**config.mk**
```make
export PLATFORM = sky130hd
export DESIGN_NAME = jt12_timer_ctrl
export DESIGN_NICKNAME = d
export VERILOG_FILES = /design/src/rtl/jt12_timer_ctrl.sv
export SDC_FILE = /design/constraint.sdc
export NUM_CORES = 1
export LEC_CHECK = 0
export ABC_AREA = 1
export CAP_MARGIN = 25
export CORE_MARGIN = 2
export CORE_UTILIZATION = 40
export DETAILED_ROUTE_END_ITERATION = 16
export GPL_ROUTABILITY_DRIVEN = 0
export GPL_TIMING_DRIVEN = 0
export PLACE_DENSITY = 0.8
export RECOVER_POWER = 100
export REMOVE_ABC_BUFFERS = 1
export SLEW_MARGIN = 25
export SYNTH_ARGS = -nofsm -noshare
export SYNTH_HDL_FRONTEND = slang
export SYNTH_SLANG_ARGS = --single-unit
export TNS_END_PERCENT = 5
```
**constraint.sdc**
```tcl
create_clock -name clk -period 1.2 [get_ports clk]
set_input_delay 0.24 -clock clk [delete_from_list [all_inputs] [get_ports clk]]
set_output_delay 0.24 -clock clk [all_outputs]
set_load 0.05 [all_outputs]
```
**src/rtl/jt12_timer_ctrl.sv**
```systemverilog
// jt12_timer_ctrl: CPU write decoding for the timer registers 0x24..0x27 plus the status byte.
// Define JT12_TIMER_BUSY_EN to build the write-busy counter; otherwise busy is tied low.
module jt12_timer_ctrl #(
    parameter int BUSY_CYCLES = 32
) (
    input  logic       clk,
    input  logic       rst_n,
    input  logic       clk_en,
    input  logic       cs_n,
    input  logic       wr_n,
    input  logic [1:0] addr,
    input  logic [7:0] din,
    input  logic       flag_A,
    input  logic       flag_B,
    output logic [7:0] dout,
    output logic       busy,
    output logic [9:0] value_A,
    output logic [7:0] value_B,
    output logic       load_A,
    output logic       load_B,
    output logic       enable_irq_A,
    output logic       enable_irq_B,
    output logic       clr_flag_A,
    output logic       clr_flag_B,
    output logic [1:0] ch3_mode
);
    logic       wr_prev_q, wr_prev_d;
    logic [7:0] sel_addr_q, sel_addr_d;
    logic       part_q, part_d;
    logic [9:0] value_a_q, value_a_d;
    logic [7:0] value_b_q, value_b_d;
    logic [3:0] ctl_q, ctl_d;
    logic [1:0] ch3_mode_q, ch3_mode_d;
    logic [1:0] clr_flag_q, clr_flag_d;
    logic       wr_now, wr_event, addr_wr, data_wr;

    always_comb begin
        wr_now     = ~cs_n & ~wr_n;
        wr_event   = wr_now & ~wr_prev_q;
        addr_wr    = wr_event & ~addr[0];
        data_wr    = wr_event & addr[0];
        wr_prev_d  = wr_now;
        sel_addr_d = sel_addr_q;
        part_d     = part_q;
        value_a_d  = value_a_q;
        value_b_d  = value_b_q;
        ctl_d      = ctl_q;
        ch3_mode_d = ch3_mode_q;
        clr_flag_d = 2'b00;
        if (addr_wr) begin
            sel_addr_d = din;
            part_d     = addr[1];
        end
        // Part II data writes only restart busy; register contents stay put.
        if (data_wr && !part_q) begin
            case (sel_addr_q)
                8'h24: value_a_d[9:2] = din;
                8'h25: value_a_d[1:0] = din[1:0];
                8'h26: value_b_d = din;
                8'h27: begin
                    ch3_mode_d = din[7:6];
                    ctl_d      = din[3:0];
                    clr_flag_d = din[5:4];
                end
                default: ;
            endcase
        end
    end

    always_ff @(posedge clk or negedge rst_n) begin
        if (!rst_n) begin
            wr_prev_q  <= 1'b0;
            sel_addr_q <= 8'h00;
            part_q     <= 1'b0;
            value_a_q  <= 10'h000;
            value_b_q  <= 8'h00;
            ctl_q      <= 4'h0;
            ch3_mode_q <= 2'b00;
            clr_flag_q <= 2'b00;
        end else begin
            wr_prev_q  <= wr_prev_d;
            sel_addr_q <= sel_addr_d;
            part_q     <= part_d;
            value_a_q  <= value_a_d;
            value_b_q  <= value_b_d;
            ctl_q      <= ctl_d;
            ch3_mode_q <= ch3_mode_d;
            clr_flag_q <= clr_flag_d;
        end
    end

`ifdef JT12_TIMER_BUSY_EN
    localparam logic [5:0] BUSY_LOAD = 6'(BUSY_CYCLES);
    logic [5:0] busy_cnt_q, busy_cnt_d;

    // A new data write always wins over a simultaneous clk_en decrement.
    always_comb begin
        busy_cnt_d = busy_cnt_q;
        if (data_wr) begin
            busy_cnt_d = BUSY_LOAD;
        end else if (clk_en && busy_cnt_q != 6'd0) begin
            busy_cnt_d = busy_cnt_q - 6'd1;
        end
    end

    always_ff @(posedge clk or negedge rst_n) begin
        if (!rst_n) begin
            busy_cnt_q <= 6'd0;
        end else begin
            busy_cnt_q <= busy_cnt_d;
        end
    end

    assign busy = (busy_cnt_q != 6'd0);
`else
    // clk_en only gates the busy counter, so it has no effect in this build.
    assign busy = 1'b0 & clk_en;
`endif

    assign dout         = {busy, 5'b00000, flag_B, flag_A};
    assign value_A      = value_a_q;
    assign value_B      = value_b_q;
    assign load_A       = ctl_q[0];
    assign load_B       = ctl_q[1];
    assign enable_irq_A = ctl_q[2];
    assign enable_irq_B = ctl_q[3];
    assign ch3_mode     = ch3_mode_q;
    assign clr_flag_A   = clr_flag_q[0];
    assign clr_flag_B   = clr_flag_q[1];
endmodule

```
======== Yosys cells after proc, flatten, opt, wreduce, memory -nomap -nowiden ========
Cells that the tools add are included.
storage, ports and cells
  output and inout port bits .............. 35
  logic and storage cells ................. 29
  flip-flop bits (word level) ............. 36
  input port bits ......................... 17
operators by class
  reduce and logical (&&, ||, !) cells .... 6
  bitwise gates (word level) .............. 8
  mux-type cells .......................... 2
  equality and inequality tests ........... 4
operators by type and width
  cell                  count
  $eq A8 B6 Y1 const B  4
  $reduce_and A2 Y1     4
  $and A1 B1 Y1         4
  $mux W2               2
  $not A1 Y1            4
  $logic_and A1 B1 Y1   1
  $logic_not A1 Y1      1

======== Depth between registers and ports, before layout ========
Gate-level depths: netlist (run 1).
  depth after elaboration ................. 6
  mapped depth ............................ 7
  depth with buffers taken out ............ 7

======== Worst setup path after synthesis (run 1) ========
No wires, ideal clock.
  kind .................................... register to register
  start ................................... register sel_addr_q[3]
  end ..................................... register value_a_q[2], in the netlist value_A[2]
  setup time .............................. 119 ps
  arrival time ............................ 1046 ps
  stages on the path, launching flop included .. 7
  path buffers ............................ 0
  path slack .............................. 35 ps
  required time ........................... 1081 ps
  period minus slack after synthesis ...... 1165 ps
  path through ............................ dfrtp_1 > nor2_1 > nand2_1 > nor2_4 > nand2_2 > nand2_1 > nand2_1
on the way
  cells in the longest elaborated chain, start to end .. 2
RTL lines
  item                         RTL line  text
  start, declared              28        logic [7:0] sel_addr_q, sel_addr_d;
  start signal, assigned       82        sel_addr_q <= sel_addr_d;
  $eq A8 B6 Y1                 56        case (sel_addr_q)
  $reduce_and A2 Y1 (no line)  -
  end signal, assigned         84        value_a_q <= value_a_d;
  end, declared                30        logic [9:0] value_a_q, value_a_d;
Every way passes these cells.
A chain may end at the register's enable or synchronous reset.

======== Worst setup path in the final report (run 1) ========
  start ................................... input port addr[0]
  end ..................................... register value_b_q[1], in the netlist value_B[1]
on the way
  cells in the longest elaborated chain, start to end .. 3
RTL lines
  item                         RTL line  text
  start, declared              11        input logic [1:0] addr,
  $and A1 B1 Y1                41        data_wr = wr_event & addr[0];
  $logic_and A1 B1 Y1          55        if (data_wr && !part_q) begin
  $reduce_and A2 Y1 (no line)  -
  end signal, assigned         85        value_b_q <= value_b_d;
  end, declared                31        logic [7:0] value_b_q, value_b_d;
Every way passes these cells.

==> run metrics, run 1 <==
fin crit period=~1.3 ns; vias per cell=4.86; initial antenna violation count=0; Core Footprint=around 3700 um^2; HPWL after DPL=2320 um; TritonCTS clock tree=built; largest net degree at the start of global routing=28; Worst Path Arrival=1.50 ns; # fillers=364; area added between synthesis and finish=36.8%; Clock Tree Buf Depth=2; via count=1370; setup repair after global routing missed its margin=true; setup tns final=-1.03 ns; Fin. Hold Viols=0; clock root cell=clkbuf_8; GRT overflow=0; Antenna Nets Post-Route=0; Starting Density=42.5%; Setup crit end kind=flip-flop; #FFs+latches synth=36; Power Density=~1300 nW/um^2; Layout Skew=0.00535 ns; count of cell types in the netlist=15; Final WS setup=-0.0713 ns; Clock Sinks=36; cell leakage power=between 1 and 1.5 nW; Sw Share=between 20% and 30%; YS warnings=0; Seq pwr share=49.4%; Worst-Margin Slew=0.505 ns; Slew Viols, Final=0; required time of the critical path=1.43 ns; reg2reg path depth=7; global-route wire length before repair=6000 um; Comb power frac=18.9%; Post-Syn Area=1590 um^2; synthesized netlist cell count=between 150 and 200; WHS=between 0.4 and 0.5 ns; nets=250; Avg WL per Cell=13.2 um; Startpoint Class=input pin; Total Die Area=4500 um^2; status=finished, violations left; Pre-Repair DR Iteration Count=4; Critical Path Fanout Max=6; leading cell types in the layout, fill and taps excluded=nand2_1 (59), dfrtp_1 (36), nand3_1 (24); number of setup violations in the final report=30; fraction of layout cells with a size suffix above 1=around 27%; Tot Pwr=2.72 mW; Mean Syn Cell Area=8.94 um^2; Clock transition at path regs=approximately 0.07 ns; Slew headroom=66.3%; die height=around 67 um; hold crit path type=in -> async; number of CTS-inserted buffers=5; cell area after layout=2180 um^2; Initial DRC Count=between 70 and 80; VDD IR-drop max=0.000742 V; CTS HTree Levels=2; CP Class=in -> reg; clock power share=31.7%; R2R setup slack=-0.04 ns; sequential cell area fraction in the yosys report=56.6%; Inserted Diodes=0; # port buffers=39; most common cell after layout, fill and taps aside=nand2_1; Die Wd=67.1 um; Final Cycle Share=106%; Remaining DRCs=0; DP Area=about 2000 um^2; Power Internal=1.92 mW; max capacitance violation total=0; total global-route track usage=18.4%; Fmax=0.787 GHz; boundary pin count=52; NetSw=0.804 mW; worst-skew pair later-pin latency=roughly 0.29 ns; vias in the first global route=between 1k and 1.5k; Row Count=22; final wirelength=3730 um; violated checks=negative setup slack
## what timing repair did
item	CTS	global route
pin swaps	7	5
endpoints found under the hold margin	9	0
endpoints found under the setup margin	56	58
gates resized for setup	93	41
setup buffers	9	2
hold buffers	1	0
cloned	2	0
## metrics by stage
stage	utilization, %	worst slack, ns	cells
final	58.2	-0.0713	282
after global routing	58.2	-0.0961	282
after detailed placement	53.0	-0.548	260
after global placement	52.6	-0.847	259
after floorplan	-	0.0121	172
after CTS	59.5	-0.0717	280
## power by group through the flow
| stage | registers, mW | clock network, mW | logic [mW] |
|---|---|---|---|
| 6_report | 1.34 | 0.863 | 0.514 |
| 5_1_grt | 1.35 | 0.956 | 0.557 |
| 4_1_cts | 1.34 | 0.892 | 0.488 |
| 3_5_place_dp | 1.36 | 0 | 0.455 |
| 3_3_place_gp | 1.36 | 0 | 0.438 |
| 2_1_floorplan | 1.43 | 0 | 0.210 |
## kinds of logic after synthesis
| kind of cell | after synthesis | share of synthesized area [%] |
|---|---|---|
| other | 1 | 0.236 |
| flip-flops | 36 | 56.6 |
| AO/OA/AOI/OAI | 9 | 2.83 |
| AND/OR/NAND/NOR | 108 | 31.5 |
| buffers and inverters | 24 | 8.80 |
## critical path: stages
cell and delay [ns]:
dlygate4sd3_1 0.60, nand2_4 0.13, nor2_8 0.21, buf_6 0.15, nand3_1 0.09, nand2_1 0.08
## per-layer routing
| layer | GRT usage (%) | wire (um) | vias up |
|---|---|---|---|
| met3 | 5.74 | 225 | 13 |
| met4 | 7.91 | 119 | 0 |
| met2 | 28.1 | 1760 | 53 |
| li1 | - | - | 650 |
| met5 | 0 | 0 | - |
| met1 | 23.8 | 1620 | 654 |
## sequential cells by signal, indices dropped and copies added (netlist names)
name / flops
clr_flag_q: 2
ctl_q: 4
wr_prev_q: 1
sel_addr_q: 8
value_A: 10
ch3_mode: 2
part_q: 1
value_B: 8
## cell usage after synthesis
library cell	n	area [um^2]
a21oi_1	4	20.0
buf_2	1	5.00
buf_4	9	67.6
buf_6	2	22.5
conb_1	1	3.75
dfrtp_1	36	901
inv_1	12	45.0
nand2_1	60	225
nand2_2	5	31.3
nand3_1	24	120
nand3b_2	1	11.3
nor2_1	13	48.8
nor2_4	4	45.0
nor2_8	1	20.0
o21ai_0	5	25.0
## cell type report
| class | count | area (um^2) | area share (%) |
|---|---|---|---|
| Clock buffer | 8 | 90.1 | 4.14 |
| Inverter | 12 | 45.0 | 2.07 |
| Multi-Input combinational cell | 126 | 657 | 30.2 |
| Sequential cell | 36 | 901 | 41.4 |
| Tap cell | 48 | 60.1 | 2.76 |
| Timing Repair Buffer | 52 | 424 | 19.5 |
## worst paths after layout
check | from | endpoint
worst max register to register | sel_addr_q[5]$_DFFE_PN0P_ | value_B[5]$_DFFE_PN0P_
worst min-delay path | rst_n | value_A[4]$_DFFE_PN0P_
worst min register to register | value_A[7]$_DFFE_PN0P_ | value_A[7]$_DFFE_PN0P_
min in group clk | wr_n | wr_prev_q$_DFF_PN0_
max in group asynchronous | rst_n | value_B[4]$_DFFE_PN0P_
worst max-delay path | addr[0] | value_B[1]$_DFFE_PN0P_
Note: power is estimated with default switching activity, not from simulation.
==> inputs of run 2 (changes only) <==
- GPL_ROUTABILITY_DRIVEN: 0 -> not set
- PLACE_DENSITY: 0.8 -> not set
- PLACE_DENSITY_LB_ADDON: not set -> 0.2
==> run metrics, run 2 (synthesized netlist as in run 1, its figures left out) <==
status=finished, violations left; violated checks=negative setup slack; Power Internal=1.83 mW; Final Cycle Share=104%; Slew Viols, Final=0; NetSw=0.789 mW; GPL Wtd Cong=0.745; non-filler cells, final=278; largest net degree at the start of global routing=29; placed cells=260; fraction of layout cells with a size suffix above 1=roughly a quarter; Avg WL per Cell=13.3 um; Row Count=22; Top Family by Delay on Critical Path=buffers and inverters; max reg flops=10; Clock transition at path regs=0.07 ns; Comb power frac=18.4%; Slowest-stage cell, CP=clkdlybuf4s15_2; TritonCTS clock tree=built; Startpoint Class=flip-flop; cell area after layout=2120 um^2; Clock Tree Buf Depth=2; number of CTS-inserted buffers=5; worst-skew pair later-pin latency=about 0.28 ns; total global-route track usage=a little under a fifth; clock root cell=clkbuf_8; final wirelength=approximately 3700 um; hold crit path type=in -> reg; Die Wd=67.1 um; Final WS setup=-0.0434 ns; DP Area=1980 um^2; GRT overflow=0; Clock Sinks=36; WP buf/inv=1; CP peak stage delay=0.37 ns; Met3 Routed Length=239 um; DRT met1 WL=1620 um; boundary pin count=52; die height=67.1 um; Fin. Hold Viols=0; Tot Pwr=2.62 mW; DR top layer=met4; HPWL after DPL=between 2000 and 2500 um; max capacitance violation total=0; Critical Path Fanout Max=2; final core occ=56.7%; CP Class=reg -> out; Initial DRC Count=between 80 and 90; clock power share=30.3%; required time of the critical path=0.96 ns; most common cell after layout, fill and taps aside=nand2_1; Met2 Wirelength=1760 um; cell leakage power=1.24 nW; Slew headroom=63.9%; Starting Density=42.5%; Core Footprint=approximately 3700 um^2; nets=247; Setup crit end kind=output pin; Pre-Repair DR Iteration Count=4; vias in the first global route=1352; via count=1339; initial antenna violation count=0; Worst Path Arrival=1.00 ns; Worst-Margin Slew=approximately 0.54 ns; CTS HTree Levels=2; vias per cell=4.82; Power Density=1230 nW/um^2; Layout Skew=0.00680 ns; VDD IR-drop max=approximately 0.00087 V; Inserted Diodes=0; global-route wire length before repair=6200 um; CP cell instances=clkdlybuf4s15_2; setup repair after global routing missed its margin=true; Fmax=0.804 GHz; Sw Share=30.1%; Remaining DRCs=0; number of setup violations in the final report=6; # port buffers=39; Seq pwr share=51.3%; fin crit period=1.24 ns; Antenna Nets Post-Route=0; leading cell types in the layout, fill and taps excluded=nand2_1 (59), dfrtp_1 (36), nand3_1 (23); area added between synthesis and finish=33.4%; Total Die Area=4500 um^2
run 2: metal layers:
metal  up-vias  GRT usage (%)
met5         -              0
li1        641              -
met2        42           29.0
met3         8           5.41
met4         0           9.44
met1       648           24.8
run 2: what timing repair did:
action	CTS	global route
gates cloned	1	0
hold buffers	1	0
hold endpoints to repair	8	0
pin swaps	7	7
buffers inserted	8	1
resized for setup	96	43
endpoints found under the setup margin	53	56
run 2: stage by stage:
stage | worst slack, ns | TNS (ns) | hold slack [ns]
6_report | -0.0434 | -0.156 | 0.324
2_1_floorplan | 0.0121 | 0 | -0.0556
3_5_place_dp | -0.541 | -20.33 | 0.121
4_1_cts | -0.0687 | -1.64 | 0.289
3_3_place_gp | -0.872 | -50.60 | 0.454
5_1_grt | -0.0907 | -1.72 | 0.334
run 2: final cells by class:
type                    count  area [um^2]
flip-flops and latches     36          901
clock inverters             1         5.00
multi-input cells         125          638
fillers                   341         1620
inverters                  12         45.0
clock buffers               6         72.6
repair buffers             50          402
well taps                  48         60.1
run 2: power groups by stage:
stage          Combinational, mW  Clock (mW)  Sequential, mW
2_1_floorplan              0.210           0            1.43
5_1_grt                    0.526       0.883            1.35
3_5_place_dp               0.452           0            1.36
6_report                   0.483       0.794            1.34
4_1_cts                    0.471       0.824            1.34
3_3_place_gp               0.437           0            1.35
run 2: worst paths after layout:
check	end	cells past startpoint	slack, ns	start
worst max-delay path	value_B[3]	1	-0.04	value_B[3]$_DFFE_PN0P_
max in group asynchronous	ch3_mode[0]$_DFFE_PN0P_	3	0.12	rst_n
worst min register to register	value_A[8]$_DFFE_PN0P_	2	0.47	value_A[8]$_DFFE_PN0P_
worst min-delay path	wr_prev_q$_DFF_PN0_	3	0.32	cs_n
worst max register to register	value_B[5]$_DFFE_PN0P_	6	0.01	sel_addr_q[4]$_DFFE_PN0P_
min in group asynchronous	value_A[1]$_DFFE_PN0P_	2	0.44	rst_n
run 2: tightest hold or removal path, cell delays in order:
cell            delay, ns
dlymetal6s2s_1       0.12
nor2_4               0.07
buf_4                0.13
==> inputs of run 3 (changes only) <==
- ABC_AREA: 1 -> not set
- REMOVE_ABC_BUFFERS: 1 -> not set
==> run metrics, run 3 <==
Hold Startpoint=cs_n; Clock Sinks=36; hold crit path type=in -> reg; setup repair after global routing missed its margin=true; Final WS setup=-0.332 ns; Layout Skew=roughly 0.0020 ns; Synth Area in Compound Gates=0%; Mean Syn Cell Area=15.7 um^2; worst-skew pair later-pin latency=between 0.2 and 0.3 ns; total global-route track usage=16.5%; Setup crit end kind=flip-flop; TritonCTS clock tree=built; Reg area=~900 um^2; Worst Hold End=wr_prev_q$_DFF_PN0_; WHS Path Cells=2; fraction of layout cells with a size suffix above 1=57.0%; Total Die Area=4280 um^2; Worst-Margin Slew=0.589 ns; Initial DRC Count=4; most common cell after layout, fill and taps aside=dfrtp_1; Pre-Repair DR Iteration Count=3; boundary pin count=52; # fillers=approximately 330; Starting Density=41.5%; VDD IR-drop max=~0.00074 V; YS warnings=0; Remaining DRCs=0; #FFs+latches synth=36; Synth Flop Type=dfrtp_1; CP Class=reg -> reg; max capacitance violation total=0; nets=174; Fmax=0.653 GHz; leading cell types in the layout, fill and taps excluded=dfrtp_1 (35), mux2_2 (25), buf_2 (14); Antenna Nets Post-Route=0; most common cell in the netlist=dfrtp_1; Slew headroom=around three fifths; clock root cell=clkbuf_8; largest net degree at the start of global routing=28; Avg WL per Cell=14.0 um; Tot Pwr=around 2.7 mW; status=finished, violations left; die height=65.4 um; area of the multi-input gates=618 um^2; mux share of post-synthesis cell area=24.6%; final wirelength=2880 um; Clock transition at path regs=0.06 ns; vias per cell=4.66; number of setup violations in the final report=44; GPL Wtd Cong=0.724; Area contributors post-synth=dfrtp_1 (60%), mux2_2 (25%), buf_4 (4.5%), nand4_2 (2.5%), nor4b_4 (1.6%); Worst Path Arrival=between 1.5 and 2 ns; violated checks=negative setup slack; most frequent cells after synthesis=dfrtp_1 (36), mux2_2 (33), buf_4 (9); required time of the critical path=1.37 ns; asr flop ratio synth=100%; fin crit period=1.53 ns; critical path launch point=sel_addr_q[6]$_DFFE_PN0P_; setup tns final=-7.93 ns; global-route wire length before repair=5100 um; Slew Viols, Final=0; R2R setup slack=-0.33 ns; Final Cycle Share=128%; # port buffers=41; WHS=between 0.3 and 0.4 ns; Inserted Diodes=0; initial antenna violation count=0; CTS HTree Levels=2; Row Count=22; Startpoint Class=flip-flop; count of cell types in the netlist=16; Post-synth EDFFs=0; Fin. Hold Viols=0; final core occ=59.0%; largest family of logic cells by synthesized area=multiplexers; reg2reg path depth=5; number of CTS-inserted buffers=5; Critical Path Fanout Max=5; HPWL after DPL=2030 um; R2R Path Start=sel_addr_q[6]$_DFFE_PN0P_; Synth Area in Simple Gates=a little over a tenth; Clock Tree Buf Depth=2; max reg flops=10; GRT overflow=0; Critical R2R Capture=value_A[8]$_DFFE_PN0P_; Post-Synth XOR/XNOR Area=0%; DP Worst Slack=-0.878 ns; area added between synthesis and finish=42.1%; Die Wd=~65 um; Post-Syn Area=1510 um^2; vias in the first global route=approximately 1.0k; Power Density=1280 nW/um^2; via count=960; Core Footprint=between 3000 and 4000 um^2; sequential cell area fraction in the yosys report=59.7%; post-synth top area cell=dfrtp_1; cell leakage power=1.10 nW; Synth top area share=about three fifths; adder-cell share of the synthesized area=0%; synthesized netlist cell count=between 90 and 100
[run 3: worst max-delay path by stage]
stage	to	slack, ns	depth (start not counted)
5_1_grt	value_A[3]$_DFFE_PN0P_	-0.41	5
4_1_cts	value_B[7]$_DFFE_PN0P_	-0.34	4
2_1_floorplan	value_A[2]$_DFFE_PN0P_	-0.28	3
3_3_place_gp	ctl_q[0]$_DFFE_PN0P_	-0.83	1
3_5_place_dp	value_A[8]$_DFFE_PN0P_	-0.88	4
6_report	value_A[8]$_DFFE_PN0P_	-0.33	5
[run 3: critical path, cell delays in order (launching register included)]
cell and delay, ns:
dfrtp_1 0.40, nor4b_4 0.29, buf_6 0.16, nand4_2 0.12
buf_6 0.18, mux2_2 0.26
[run 3: timing repair]
action                     in CTS  in global routing
hold endpoints to repair        9                  0
hold buffers                    1                  0
cloned                          0                  0
gates resized for setup       101                 33
pin swaps                       4                  1
setup endpoints to repair      63                 60
setup buffers                   4                  1
[run 3: through the flow]
stage               instances  instance area (um^2)
detailed placement        192                  2020
global placement          191                  2000
CTS                       205                  2240
floorplan                 102                  1530
global route              206                  2140
finish                    206                  2140
[run 3: per-layer routing]
layer | up-vias | share of wire, % | track usage, %
met5 | - | 0 | 0
met4 | 0 | 1.8 | 7.03
met3 | 7 | 7.8 | 6.34
met2 | 34 | 47 | 25.3
met1 | 465 | 44 | 20.9
li1 | 454 | - | -
[run 3: logic make-up after synthesis]
logic type,after synthesis
buffers and inverters,11
DFF,36
muxes,33
other,1
and+or+nand+nor,15
[run 3: area by class of cell]
type                            instances  area share, %
Clock buffer                            8           4.20
Multi-Input combinational cell         55           28.8
Buffer                                  9           3.15
Timing Repair Buffer                   48           18.6
Sequential cell                        36           42.1
Inverter                                2          0.350
Tap cell                               48           2.80
[run 3: report_power, final]
part | internal [mW] | switching [mW]
Combinational | 0.235 | 0.262
Clock | 0.467 | 0.393
Sequential | 1.30 | 0.0772
Total | 2.00 | 0.733
